### src/rtl/id_ex_operand_stage.sv
// ID->EX operand stage: destination select, operand B select, EX/MEM and MEM/WB
// forwarding for rs and rt, registered into the ID/EX pipeline register.
module id_ex_operand_stage #(
  parameter int unsigned DATA_W  = 32,
  parameter int unsigned REG_AW  = 5,
  parameter int unsigned IMM_W   = 16,
  parameter int unsigned RA_ADDR = 31
) (
  input  logic              clk,
  input  logic              rst,
  input  logic              in_valid,
  input  logic              stall,
  input  logic              flush,
  input  logic [REG_AW-1:0] in_rs,
  input  logic [REG_AW-1:0] in_rt,
  input  logic [REG_AW-1:0] in_rd,
  input  logic [DATA_W-1:0] in_dr1,
  input  logic [DATA_W-1:0] in_dr2,
  input  logic [IMM_W-1:0]  in_imm,
  input  logic [1:0]        sel_aw,
  input  logic [1:0]        sel_src,
  input  logic              in_reg_write,
  input  logic              exm_we,
  input  logic [REG_AW-1:0] exm_addr,
  input  logic [DATA_W-1:0] exm_data,
  input  logic              mwb_we,
  input  logic [REG_AW-1:0] mwb_addr,
  input  logic [DATA_W-1:0] mwb_data,
  output logic              out_valid,
  output logic [REG_AW-1:0] out_aw,
  output logic [DATA_W-1:0] out_op_a,
  output logic [DATA_W-1:0] out_op_b,
  output logic [DATA_W-1:0] out_store_data,
  output logic              out_reg_write
);

  localparam int unsigned EXT_W = DATA_W - IMM_W;

  logic [DATA_W-1:0] fwd_a;
  logic [DATA_W-1:0] fwd_b;
  logic [DATA_W-1:0] op_b;
  logic [REG_AW-1:0] aw;
  logic              exm_hit_a, mwb_hit_a, exm_hit_b, mwb_hit_b;
  logic              bubble;

  // Forwarding match terms; register 0 is never a forwarding source
  assign exm_hit_a = exm_we && (exm_addr == in_rs) && (in_rs != '0);
  assign mwb_hit_a = mwb_we && (mwb_addr == in_rs) && (in_rs != '0);
  assign exm_hit_b = exm_we && (exm_addr == in_rt) && (in_rt != '0);
  assign mwb_hit_b = mwb_we && (mwb_addr == in_rt) && (in_rt != '0);

  // Operand A: EX/MEM result is newer than MEM/WB, which is newer than the register file
  always_comb begin
    fwd_a = in_dr1;
    if (exm_hit_a)      fwd_a = exm_data;
    else if (mwb_hit_a) fwd_a = mwb_data;
  end

  // Forwarded rt feeds both operand B and store data
  always_comb begin
    fwd_b = in_dr2;
    if (exm_hit_b)      fwd_b = exm_data;
    else if (mwb_hit_b) fwd_b = mwb_data;
  end

  // Operand B source select
  always_comb begin
    op_b = '0;
    case (sel_src)
      2'd0:    op_b = fwd_b;
      2'd1:    op_b = {{EXT_W{in_imm[IMM_W-1]}}, in_imm};
      2'd2:    op_b = DATA_W'(in_imm);
      default: op_b[2*IMM_W-1:IMM_W] = in_imm;
    endcase
  end

  // Destination register select; code 3 aliases rt
  always_comb begin
    aw = in_rt;
    case (sel_aw)
      2'd1:    aw = in_rd;
      2'd2:    aw = REG_AW'(RA_ADDR);
      default: aw = in_rt;
    endcase
  end

  // An invalid decode slot loads the same bubble as a flush
  assign bubble = flush || (!stall && !in_valid);

  // ID/EX pipeline register: flush beats stall, stall beats load
  always_ff @(posedge clk or posedge rst) begin
    if (rst) begin
      out_valid      <= 1'b0;
      out_reg_write  <= 1'b0;
      out_aw         <= '0;
      out_op_a       <= '0;
      out_op_b       <= '0;
      out_store_data <= '0;
    end else if (bubble) begin
      out_valid      <= 1'b0;
      out_reg_write  <= 1'b0;
      out_aw         <= '0;
      out_op_a       <= '0;
      out_op_b       <= '0;
      out_store_data <= '0;
    end else if (!stall) begin
      out_valid      <= 1'b1;
      out_reg_write  <= in_reg_write;
      out_aw         <= aw;
      out_op_a       <= fwd_a;
      out_op_b       <= op_b;
      out_store_data <= fwd_b;
    end
  end

endmodule
### config.mk
export PLATFORM = sky130hd
export DESIGN_NAME = id_ex_operand_stage
export DESIGN_NICKNAME = d
export VERILOG_FILES = /design/src/rtl/id_ex_operand_stage.sv
export SDC_FILE = /design/constraint.sdc
export NUM_CORES = 1
export LEC_CHECK = 0
export ABC_CLOCK_PERIOD_IN_PS = 6200
export BUFFER_PORTS_ARGS = -buffer_cell sky130_fd_sc_hd__buf_2
export CORE_ASPECT_RATIO = 1.5
export CORE_MARGIN = 2
export CORE_UTILIZATION = 45
export CTS_BUF_LIST = sky130_fd_sc_hd__clkbuf_8
export DETAILED_ROUTE_END_ITERATION = 10
export GPL_TIMING_DRIVEN = 0
export HOLD_SLACK_MARGIN = 0.08
export PLACE_DENSITY = 0.84
export SLEW_MARGIN = 20
export SYNTH_ARGS = -nofsm -noshare
export SYNTH_HDL_FRONTEND = slang
export SYNTH_SLANG_ARGS = --single-unit
### constraint.sdc
create_clock -name clk -period 6.2 [get_ports clk]
set_input_delay 1.24 -clock clk [delete_from_list [all_inputs] [get_ports clk]]
set_output_delay 1.24 -clock clk [all_outputs]
set_load 0.01 [all_outputs]
==> results of run 1 <==
## cell families (layout without fill, tap and decap cells)
group | after synthesis | after routing | synth area share
DFF | 103 | 103 | 0.403
AOI/OAI and AO/OA | 263 | 263 | 0.307
adders and majority gates | 5 | 5 | 0.00978
other | 0 | 3 | 0
xor gates and xnor gates | 18 | 18 | 0.0246
muxes | 33 | 33 | 0.0516
and+or+nand+nor | 176 | 176 | 0.153
buffers and inverters | 78 | 378 | 0.0510
## cell type report
cell class,count,share of cell area
Buffer,70,0.0357
Tap cell,192,0.0289
Clock buffer,11,0.0182
Antenna cell,3,0.000904
Multi-Input combinational cell,495,0.421
Inverter,8,0.00422
Clock inverter,5,0.00678
Sequential cell,103,0.310
Timing Repair Buffer,284,0.174
## flip-flops by register name, summed over array words and instances (netlist names)
register,cells
out_op_a,32
out_op_b,32
out_aw,5
out_reg_write,1
out_store_data,32
out_valid,1
## metal layers
layer  track usage  vias up
met4         0.195        0
met3        0.0509      103
met5             0        -
met1         0.422     3605
li1              -     3279
met2         0.575      436
## path summary, 6_finish.rpt
path,from,end,slack (ns),depth (start not counted)
worst min-delay path,out_store_data[0],out_store_data[0],0.50,2
worst max-delay path,in_rs[0],out_op_a[12],2.97,7
min in group asynchronous,rst,out_aw[4],0.90,2
worst min register to register,out_store_data[0],out_store_data[0],0.50,2
max in group asynchronous,rst,out_store_data[15],4.66,3
worst max register to register,out_op_b[16],out_op_b[16],5.19,3
## cell usage after synthesis
cell type	n	area share
nor3b_4	1	0.0029
nand3_1	32	0.025
a22o_1	21	0.029
o31ai_1	1	0.0012
or4_4	1	0.0018
or3_4	1	0.0018
or3_1	1	0.00098
buf_6	3	0.0053
o41ai_1	32	0.044
a211oi_4	1	0.0031
nand4_1	2	0.0020
o311a_1	1	0.0016
nor3_1	2	0.0016
a211oi_1	2	0.0023
a22oi_1	16	0.019
o21ai_1	48	0.038
nor4_1	2	0.0020
xor2_1	8	0.011
nand2b_1	15	0.015
dfrtp_1	103	0.40
a32oi_1	32	0.044
nand2_1	45	0.026
nor2b_1	3	0.0029
nor2_1	33	0.019
a41oi_1	15	0.021
a21oi_1	39	0.031
nor4b_1	31	0.042
xnor2_1	10	0.014
and3_1	1	0.00098
nor3b_2	1	0.0020
inv_1	8	0.0047
or2_0	1	0.00098
ha_1	5	0.0098
buf_2	9	0.0070
o211ai_1	17	0.020
clkbuf_1	52	0.031
o21ai_0	5	0.0039
nor2_2	1	0.00098
mux2i_1	33	0.052
a32o_1	32	0.050
buf_1	6	0.0035
a2111oi_0	1	0.0014
nor4b_2	1	0.0023
and2_1	2	0.0020
## power by group
part / internal, W / switching [W] / total, W
combinational: 0.000119 / 0.000191 / 0.000309
clock: 0.000208 / 0.000246 / 0.000455
sequential: 0.000697 / 0.0000175 / 0.000715
total: 0.00102 / 0.000454 / 0.00148
## per-stage QoR
step | util | hold slack, ns
after floorplan | - | 0.531
after global placement | 0.576 | 0.473
after detailed placement | 0.578 | 0.479
after CTS | 0.593 | 0.502
after global routing | 0.593 | 0.524
final | 0.593 | 0.502
## worst reg2reg max path: cells and delay by family (launching register included)
kind	cells	cell delay, ns
AO/OA/AOI/OAI	3	0.47
flip-flops	1	0.43
## cells in the final DEF, fill, tap and decap left out, drive strengths merged, types with 2 or more instances in the layout
master and instances:
clkbuf 63, xor2 8, o41ai 32, buf 302, a32o 32, or3 2
diode 3, mux2i 33, nor3b 2, clkinv 3, nor3 2, ha 5
inv 8, dfrtp 103, nor4b 32, xnor2 10, o21ai 53, a32oi 32
a41oi 15, nor2 34, a22oi 16, nand3 32, a21oi 39, nor2b 3
a22o 21, nor4 2, o211ai 17, nand2 45, nand2b 15, nand4 2
a211oi 3, and2 2
==> summary.md, run 1 <==
| Metric | Value |
|---|---|
| Outcome | finished clean |
| Nets | 1157 |
| Area after DPL | 8090 um2 |
| Seq/Total Area, Yosys | 0.403 |
| Pre-CTS setup slack | 2.63 ns |
| Largest fanout on the critical path | 10 |
| GRT overflow | 0 |
| Area Growth Syn to Fin | 29.8% |
| CTS Root Cell | clkbuf_8 |
| RSZ-0062 raised after global routing | no |
| Via density per instance | 6.34 |
| Max layer used | met4 |
| Worst setup margin | 2.97 ns |
| Crit-path leading delay family | simple AND/OR/NAND/NOR gates |
| Layout cells sized above 1 | 0.328 |
| Drt drc | 0 |
| DRT met1 WL | 9.89 mm |
| Crit path buf inv count | 2 |
| Die area | 15200 um2 |
| FILL cells | 1316 |
| Initial antenna violation count | 1 |
| Max Clock Freq | 310 MHz |
| Max-cap violations | 0 |
| Routed Antenna Nets | 0 |
| Relative slew slack | 0.400 |
| Crit path DAT | 3.54 ns |
| Worst VDD drop | 0.0915 mV |
| Final period util | 0.521 |
| Multi-input logic area | 3490 um2 |
| Fin. max-slew vios | 0 |
| Num rows | 53 |
| Final min period | 3.23 ns |
| Register area | 2580 um2 |
| Setup violators final | 0 |
| Avg WL per Cell | 22.7 um |
| Critical Path Sink Type | flop |
| Clock-pin slew on the worst setup and hold paths | 0.10 ns |
| CP Cell Sequence | buf_2 > xnor2_1 > nand4_1 > nor3_1 > clkbuf_1 > nor4b_1 > nor2_1 |
| Via Count | 7423 |
| Post-layout power | 0.00148 W |
| Htree depth | 3 |
| Port bufs | 283 |
| Initial Utilization | 0.457 |
| Met2 WL | 13.2 mm |
| Largest net degree at the start of global routing | 54 |
| Startpoint Class | input pin |
| Leak Pwr | 3.73 nW |
| Synth unique cells | 44 |
| Total CTS buffers | 9 |
| Number of gates resized after cts | 0 |
| Clk_lat worst skew | 0.38 ns |
| Crit path largest cell delay | 0.86 ns |
| WP data required | 6.51 ns |
| Hold Crit Class | flop to flop |
| Clock sink count | 103 |
| Total track usage | 0.345 |
| Total wire length | 26.6 mm |
| Die Wd | 101 um |
| Number of buffers added for setup after CTS | 0 |
| Clock skew | 0 ns |
| Gate Count Post-Synth | 676 |
| Worst-path cell with the longest stage delay | nor3_1 |
| HPWL Detailed | 20.5 mm |
| Synth Warn # | 0 |
| Final hold violation count | 0 |
| Gpl congestion | 0.917 |
| Setup Total Neg Slack | 0 ns |
| First-pass GRT wire length | 39.8 mm |
| Cts hold-fix bufs | 0 |
| Pwr dens | 178 nW/um2 |
| Mean Syn Cell Area | 9.47 um2 |
| Metal3 WL | 1.88 mm |
| Crit path kind | input pin to flop |
| #FFs+latches synth | 103 |
| CTS tree | built |
| Synthesized net count | 862 |
| Synthesized area | 6400 um2 |
| I/O Pins | 284 |
| Slew @ Worst Pin | 0.893 ns |
| Clk buf depth | 2 |
| Final non-filler cell total | 1171 |
| Die Span Y | 150 um |
| Starting DRT DRC Count | 596 |
| Core Footprint | 14000 um2 |
| Finished Cell Area | 8300 um2 |
| Placed Cells incl. Taps | 1152 |
| Drt first pass iters | 5 |
| Vias in the first global route | 7134 |
No activity file was read; power rests on OpenSTA's default activity.
==> run 2, diff against run 1 <==
- ABC_AREA: not set -> 1
- ABC_CLOCK_PERIOD_IN_PS: 6200 -> 3400
- clock period: 6.2 -> 3.4 ns (I/O delays scaled with it)
==> summary.md, run 2 <==
| Metric | Value |
|---|---|
| Number of buffers added for setup after CTS | 0 (unchanged) |
| Post-Synth Simple-Gate Area | 0.461 (+0.308) |
| Htree depth | 3 (unchanged) |
| Fin. max-slew vios | 0 (unchanged) |
| Mean Syn Cell Area | 6.59 um2 (-30%) |
| HPWL Detailed | 21.1 mm (+2.8%) |
| Num rows | 53 (unchanged) |
| CTS Root Cell | clkbuf_8 |
| Yosys top cell by area | dfrtp_1 |
| FILL cells | 1459 (+11%) |
| Total wire length | 26.5 mm (-0.33%) |
| Clock skew | 0 ns (unchanged) |
| Drt first pass iters | 6 (+1) |
| Pwr dens | 335 nW/um2 (+88%) |
| Relative slew slack | 0.502 (+0.102) |
| Cell mode on critical path | nand3_1 |
| Main combinational cell family by area after synthesis | simple AND/OR/NAND/NOR gates |
| Gate Count Post-Synth | 982 (+45%) |
| Initial Utilization | 0.460 (+0.00300) |
| Total track usage | 0.342 (-0.00257) |
| Number of gates resized after cts | 0 (unchanged) |
| Die area | 15400 um2 (+1.1%) |
| Critical Path Sink Type | flop |
| Worst VDD drop | 0.264 mV (+190%) |
| Port bufs | 283 (unchanged) |
| Synth top area share | 0.398 (-0.00452) |
| Max Clock Freq | 443 MHz |
| Synthesized net count | 1168 (+35%) |
| CTS tree | built |
| Mux cell area share after synthesis | 0 (-0.0516) |
| Final non-filler cell total | 1475 (+26%) |
| Compound-cell area share of the yosys netlist | 0.0290 (-0.278) |
| Largest regs | out_op_a x32, out_op_b x32, out_store_data x32 |
| Routed Antenna Nets | 0 (unchanged) |
| Crit path DAT | 2.59 ns (-0.95 ns) |
| Outcome | finished clean |
| Die Span Y | 151 um (+0.55%) |
| Setup violators final | 0 (unchanged) |
| Slew @ Worst Pin | 0.742 ns (-0.150 ns) |
| Hold Crit Class | input pin to asynchronous set/reset pin |
| #FFs+latches synth | 103 (unchanged) |
| Largest fanout on the critical path | 10 (unchanged) |
| Final hold violation count | 0 (unchanged) |
| Area Growth Syn to Fin | 29.1% |
| I/O Pins | 284 (unchanged) |
| Via Count | 7954 (+7.2%) |
| Hold slack | 0.328 ns (-0.173 ns) |
| Crit-path leading delay family | simple AND/OR/NAND/NOR gates |
| Max-cap violations | 0 (unchanged) |
| GRT overflow | 0 (unchanged) |
| Drt drc | 0 (unchanged) |
| Main synth FF type | dfrtp_1 |
| Total CTS buffers | 9 (unchanged) |
| Synth cell count leaders | nand2_1, nand3_1, dfrtp_1, inv_1, buf_2 |
| Crit path buf inv count | 2 (unchanged) |
| CP Cell Sequence | buf_2 > xnor2_1 > nand3_1 > nor3_2 > nand2_1 > buf_2 > nand3_1 > nand3_1 > nand2_1 |
| Finished Cell Area | 8350 um2 (+0.60%) |
| Core Footprint | 14100 um2 (+0.47%) |
| First-pass GRT wire length | 39.8 mm (unchanged) |
| Clock sink count | 103 (unchanged) |
| Synth Area in XOR/XNOR | 0.00677 (-0.0179) |
| Worst-path cell with the longest stage delay | nor3_2 |
| Crit path kind | input pin to flop |
| Area contributors post-synth | dfrtp_1, nand2_1, nand3_1, inv_1, buf_2 |
| Most frequent cells in the layout | nand2_1, buf_2, nand3_1 |
| Async SR Flop Fraction | 1.00 (unchanged) |
| Die Wd | 102 um (+0.55%) |
| Post-synth EDFFs | 0 (unchanged) |
| Final min period | 2.26 ns |
| Via density per instance | 5.39 (-15%) |
| Seq/Total Area, Yosys | 0.398 (-0.00452) |
| Cts hold-fix bufs | 0 (unchanged) |
| Synth Warn # | 0 (unchanged) |
| Vias in the first global route | 7610 (+6.7%) |
| Initial antenna violation count | 0 (-1) |
| RSZ-0062 raised after global routing | no |
| Final period util | 0.664 |
| Setup Total Neg Slack | 0 ns (unchanged) |
| Synthesized area | 6470 um2 (+1.1%) |
| Leak Pwr | 5.18 nW (+39%) |
| Layout cells sized above 1 | 0.277 (-0.0510) |
| Clk_lat worst skew | 0.38 ns (about the same) |
| Largest net degree at the start of global routing | 55 (+1.9%) |
| Clock-pin slew on the worst setup and hold paths | 0.12 ns (+0.02 ns) |
| Worst reg2reg setup slack | 2.67 ns (-2.52 ns) |
| Avg WL per Cell | 18.0 um (-21%) |
| Area after DPL | 8160 um2 (+0.90%) |
| Gpl congestion | 1.00 (+9.5%) |
| Top-count cell post-synth | nand2_1 |
| Startpoint Class | input pin |
| Post-layout power | 0.00280 W (+89%) |
| Nets | 1463 (+26%) |
| Starting DRT DRC Count | 530 (-11%) |
| Crit path largest cell delay | 0.57 ns (-0.29 ns) |
| Commonest non-fill, non-tap cell in the layout | nand2_1 |
| Synth unique cells | 27 (-39%) |
| WP data required | 3.73 ns (-2.78 ns) |
| Clk buf depth | 2 (unchanged) |
| Synth Area in Adders | 0.00967 (-0.000110) |
| Placed Cells incl. Taps | 1458 (+27%) |
-- run 2: cell type report --
| class | count | area (um2) | share of cell area |
|---|---|---|---|
| repair buffers | 284 | 1440 | 0.173 |
| flip-flops and latches | 103 | 2580 | 0.309 |
| plain buffers | 62 | 307 | 0.0367 |
| diodes | 1 | 2.50 | 0.000300 |
| inverters | 82 | 313 | 0.0374 |
| multi-input cells | 735 | 3280 | 0.393 |
| clock inverters | 7 | 66.3 | 0.00794 |
| well taps | 192 | 240 | 0.0288 |
| clock buffers | 9 | 124 | 0.0148 |
-- run 2: path summary, 6_finish.rpt --
| check | end | cells after the start | startpoint |
|---|---|---|---|
| worst max-delay path | out_op_a[2] | 9 | in_rs[4] |
| worst min-delay path | out_op_b[7] | 2 | rst |
| worst max register to register | out_reg_write | 1 | out_reg_write |
| worst min register to register | out_op_a[12] | 2 | out_op_a[12] |
| max in group asynchronous | out_op_a[18] | 3 | rst |
| min in group clk | out_op_a[12] | 2 | out_op_a[12] |
-- run 2: per-stage QoR --
stage               utilization  worst slack, ns
finish                    0.594             1.14
global route              0.594             1.06
CTS                       0.594             1.20
detailed placement        0.580            0.803
global placement          0.578            -1.21
floorplan                     -           0.0162
-- run 2: power breakdown --
group	total (W)	internal [W]	switching, W
combinational	0.000687	0.000243	0.000444
sequential	0.00132	0.00129	0.0000386
clock	0.000785	0.000285	0.000500
-- run 2: cells by family after synthesis --
logic type / count (synthesis)
AO/OA/AOI/OAI: 34
XOR/XNOR: 5
adder cells (fa/ha/maj): 5
buffers and inverters: 144
flip-flops: 103
AND/OR/NAND/NOR: 691
-- run 2: routing by layer --
layer  track usage  routed length [um]
met5             0                   0
met4         0.185                1620
met3        0.0591                2060
met2         0.605               13500
met1         0.386                9290
==> run 3, diff against run 2 <==
- ABC_CLOCK_PERIOD_IN_PS: 3400 -> 1900
- PLACE_DENSITY: 0.84 -> 0.87
- clock period: 3.4 -> 1.9 ns (I/O delays scaled with it)
==> summary.md, run 3 (synthesis results as in run 2) <==
| Metric | Value |
|---|---|
| Clk buf depth | 2 (unchanged) |
| Via density per instance | 5.43 (+0.76%) |
| Clock skew | 0 ns (unchanged) |
| Largest net degree at the start of global routing | 34 (-38%) |
| RSZ-0062 raised after global routing | no |
| Fin. max-slew vios | 0 (unchanged) |
| Initial Utilization | 0.460 (unchanged) |
| Total track usage | 0.344 (+0.00155) |
| Htree depth | 3 (unchanged) |
| Area after DPL | 8190 um2 (+0.38%) |
| Via Count | 8042 (+1.1%) |
| Starting DRT DRC Count | 697 (+32%) |
| Routed Antenna Nets | 0 (unchanged) |
| Max Clock Freq | 555 MHz |
| Avg WL per Cell | 18.0 um (+0.49%) |
| Multi-input logic area | 3290 um2 (+0.46%) |
| Total CTS buffers | 9 (unchanged) |
| FILL cells | 1429 (-2.1%) |
| Number of buffers added for setup after CTS | 0 (unchanged) |
| CTS Root Cell | clkbuf_8 |
| Total wire length | 26.7 mm (+0.83%) |
| I/O Pins | 284 (unchanged) |
| Most frequent cells in the layout | nand2_1, buf_2, nand3_1 |
| Layout cells sized above 1 | 0.279 (+0.00169) |
| Register area | 2580 um2 (unchanged) |
| Leak Pwr | 5.20 nW (+0.26%) |
| Relative slew slack | 0.580 (+0.0772) |
| Final hold violation count | 0 (unchanged) |
| Max-cap violations | 0 (unchanged) |
| Worst VDD drop | 0.456 mV (+72%) |
| Clock-pin slew on the worst setup and hold paths | 0.11 ns (about the same) |
| Area Growth Syn to Fin | 30.0% |
| Largest regs | out_op_a x32, out_op_b x32, out_store_data x32 |
| GRT overflow | 0 (unchanged) |
| First-pass GRT wire length | 39.9 mm (+0.28%) |
| Drt first pass iters | 7 (+1) |
| Die Wd | 102 um (unchanged) |
| Core Footprint | 14100 um2 (unchanged) |
| Startpoint Class | input pin |
| Port bufs | 283 (unchanged) |
| Outcome | finished clean |
| Num rows | 53 (unchanged) |
| Crit path DAT | 2.13 ns (-0.46 ns) |
| Nets | 1466 (+0.21%) |
| Pwr dens | 592 nW/um2 (+77%) |
| Finished Cell Area | 8410 um2 (+0.69%) |
| CTS tree | built |
| Largest fanout on the critical path | 10 (unchanged) |
| Critical Path Sink Type | flop |
| Clock sink count | 103 (unchanged) |
| Slew @ Worst Pin | 0.627 ns (-0.115 ns) |
| Clk_lat worst skew | 0.38 ns (about the same) |
| Final period util | 0.949 |
| Hold Crit Class | input pin to flop |
| Vias in the first global route | 7644 (+0.45%) |
| Worst reg2reg setup slack | 1.17 ns (-1.50 ns) |
| Setup violators final | 0 (unchanged) |
| Die Span Y | 151 um (unchanged) |
| Gpl congestion | 0.993 (-1.1%) |
| Commonest non-fill, non-tap cell in the layout | nand2_1 |
| Die area | 15400 um2 (unchanged) |
| Final core occ | 0.598 (+0.00409) |
| Crit path kind | input pin to flop |
| Final min period | 1.80 ns |
| HPWL Detailed | 21.4 mm (+1.2%) |
| WP data required | 2.22 ns (-1.51 ns) |
| Drt drc | 0 (unchanged) |
| Initial antenna violation count | 2 (+2) |
[run 3: path summary, 6_finish.rpt]
path,startpoint,endpoint,depth (start not counted)
setup reg to reg,out_reg_write,out_reg_write,1
max in group asynchronous,rst,out_store_data[22],5
hold reg to reg,out_store_data[12],out_store_data[12],2
setup / recovery,in_rs[0],out_op_a[2],8
hold / removal,in_reg_write,out_reg_write,2
min in group asynchronous,rst,out_op_b[9],3
[run 3: layout make-up]
cell class / count / share of cell area
well taps: 192 / 0.0286
repair buffers: 287 / 0.177
clock buffers: 9 / 0.0147
clock inverters: 7 / 0.00744
multi-input cells: 735 / 0.392
diodes: 3 / 0.000893
inverters: 82 / 0.0370
flip-flops and latches: 103 / 0.306
plain buffers: 62 / 0.0364
[run 3: worst max-delay path, cell delays in order]
cell and delay (ns):
buf_2 0.13, xor2_1 0.16, nor3_2 0.53, nand2_1 0.35, buf_2 0.29, nand3_1 0.12, nand3_1 0.08, nand2_1 0.09
[run 3: through the flow]
step                      setup TNS (ns)  std cells  setup slack (ns)  power [W]  hold slack [ns]
after floorplan                        0        982             0.250    0.00302            0.508
after global placement            -54.46       1457            -0.446    0.00360            0.457
after detailed placement          -12.63       1460            -0.333    0.00363            0.452
after CTS                              0       1477            0.0682    0.00498            0.224
after global routing                   0       1479            0.0135    0.00520            0.228
final                                  0       1480            0.0973    0.00498            0.237
[run 3: power breakdown]
part | switching, W | leakage [nW] | internal, W | total [W]
sequential | 0.0000693 | 1.40 | 0.00230 | 0.00237
clock | 0.000862 | 0.0894 | 0.000500 | 0.00136
combinational | 0.000804 | 3.71 | 0.000444 | 0.00125
[run 3: repair_timing]
item                                   in CTS  in global routing
hold buffers                                1                  0
setup endpoints to repair                   0                 26
endpoints found under the hold margin      20                  0
gates resized for setup                     0                  3
[run 3: routing by layer]
metal	global-route usage	routed length (um)	vias up
li1	-	-	3741
met1	0.394	9360	3704
met2	0.585	13600	499
met3	0.0535	2000	98
met4	0.226	1780	0
met5	0	0	-
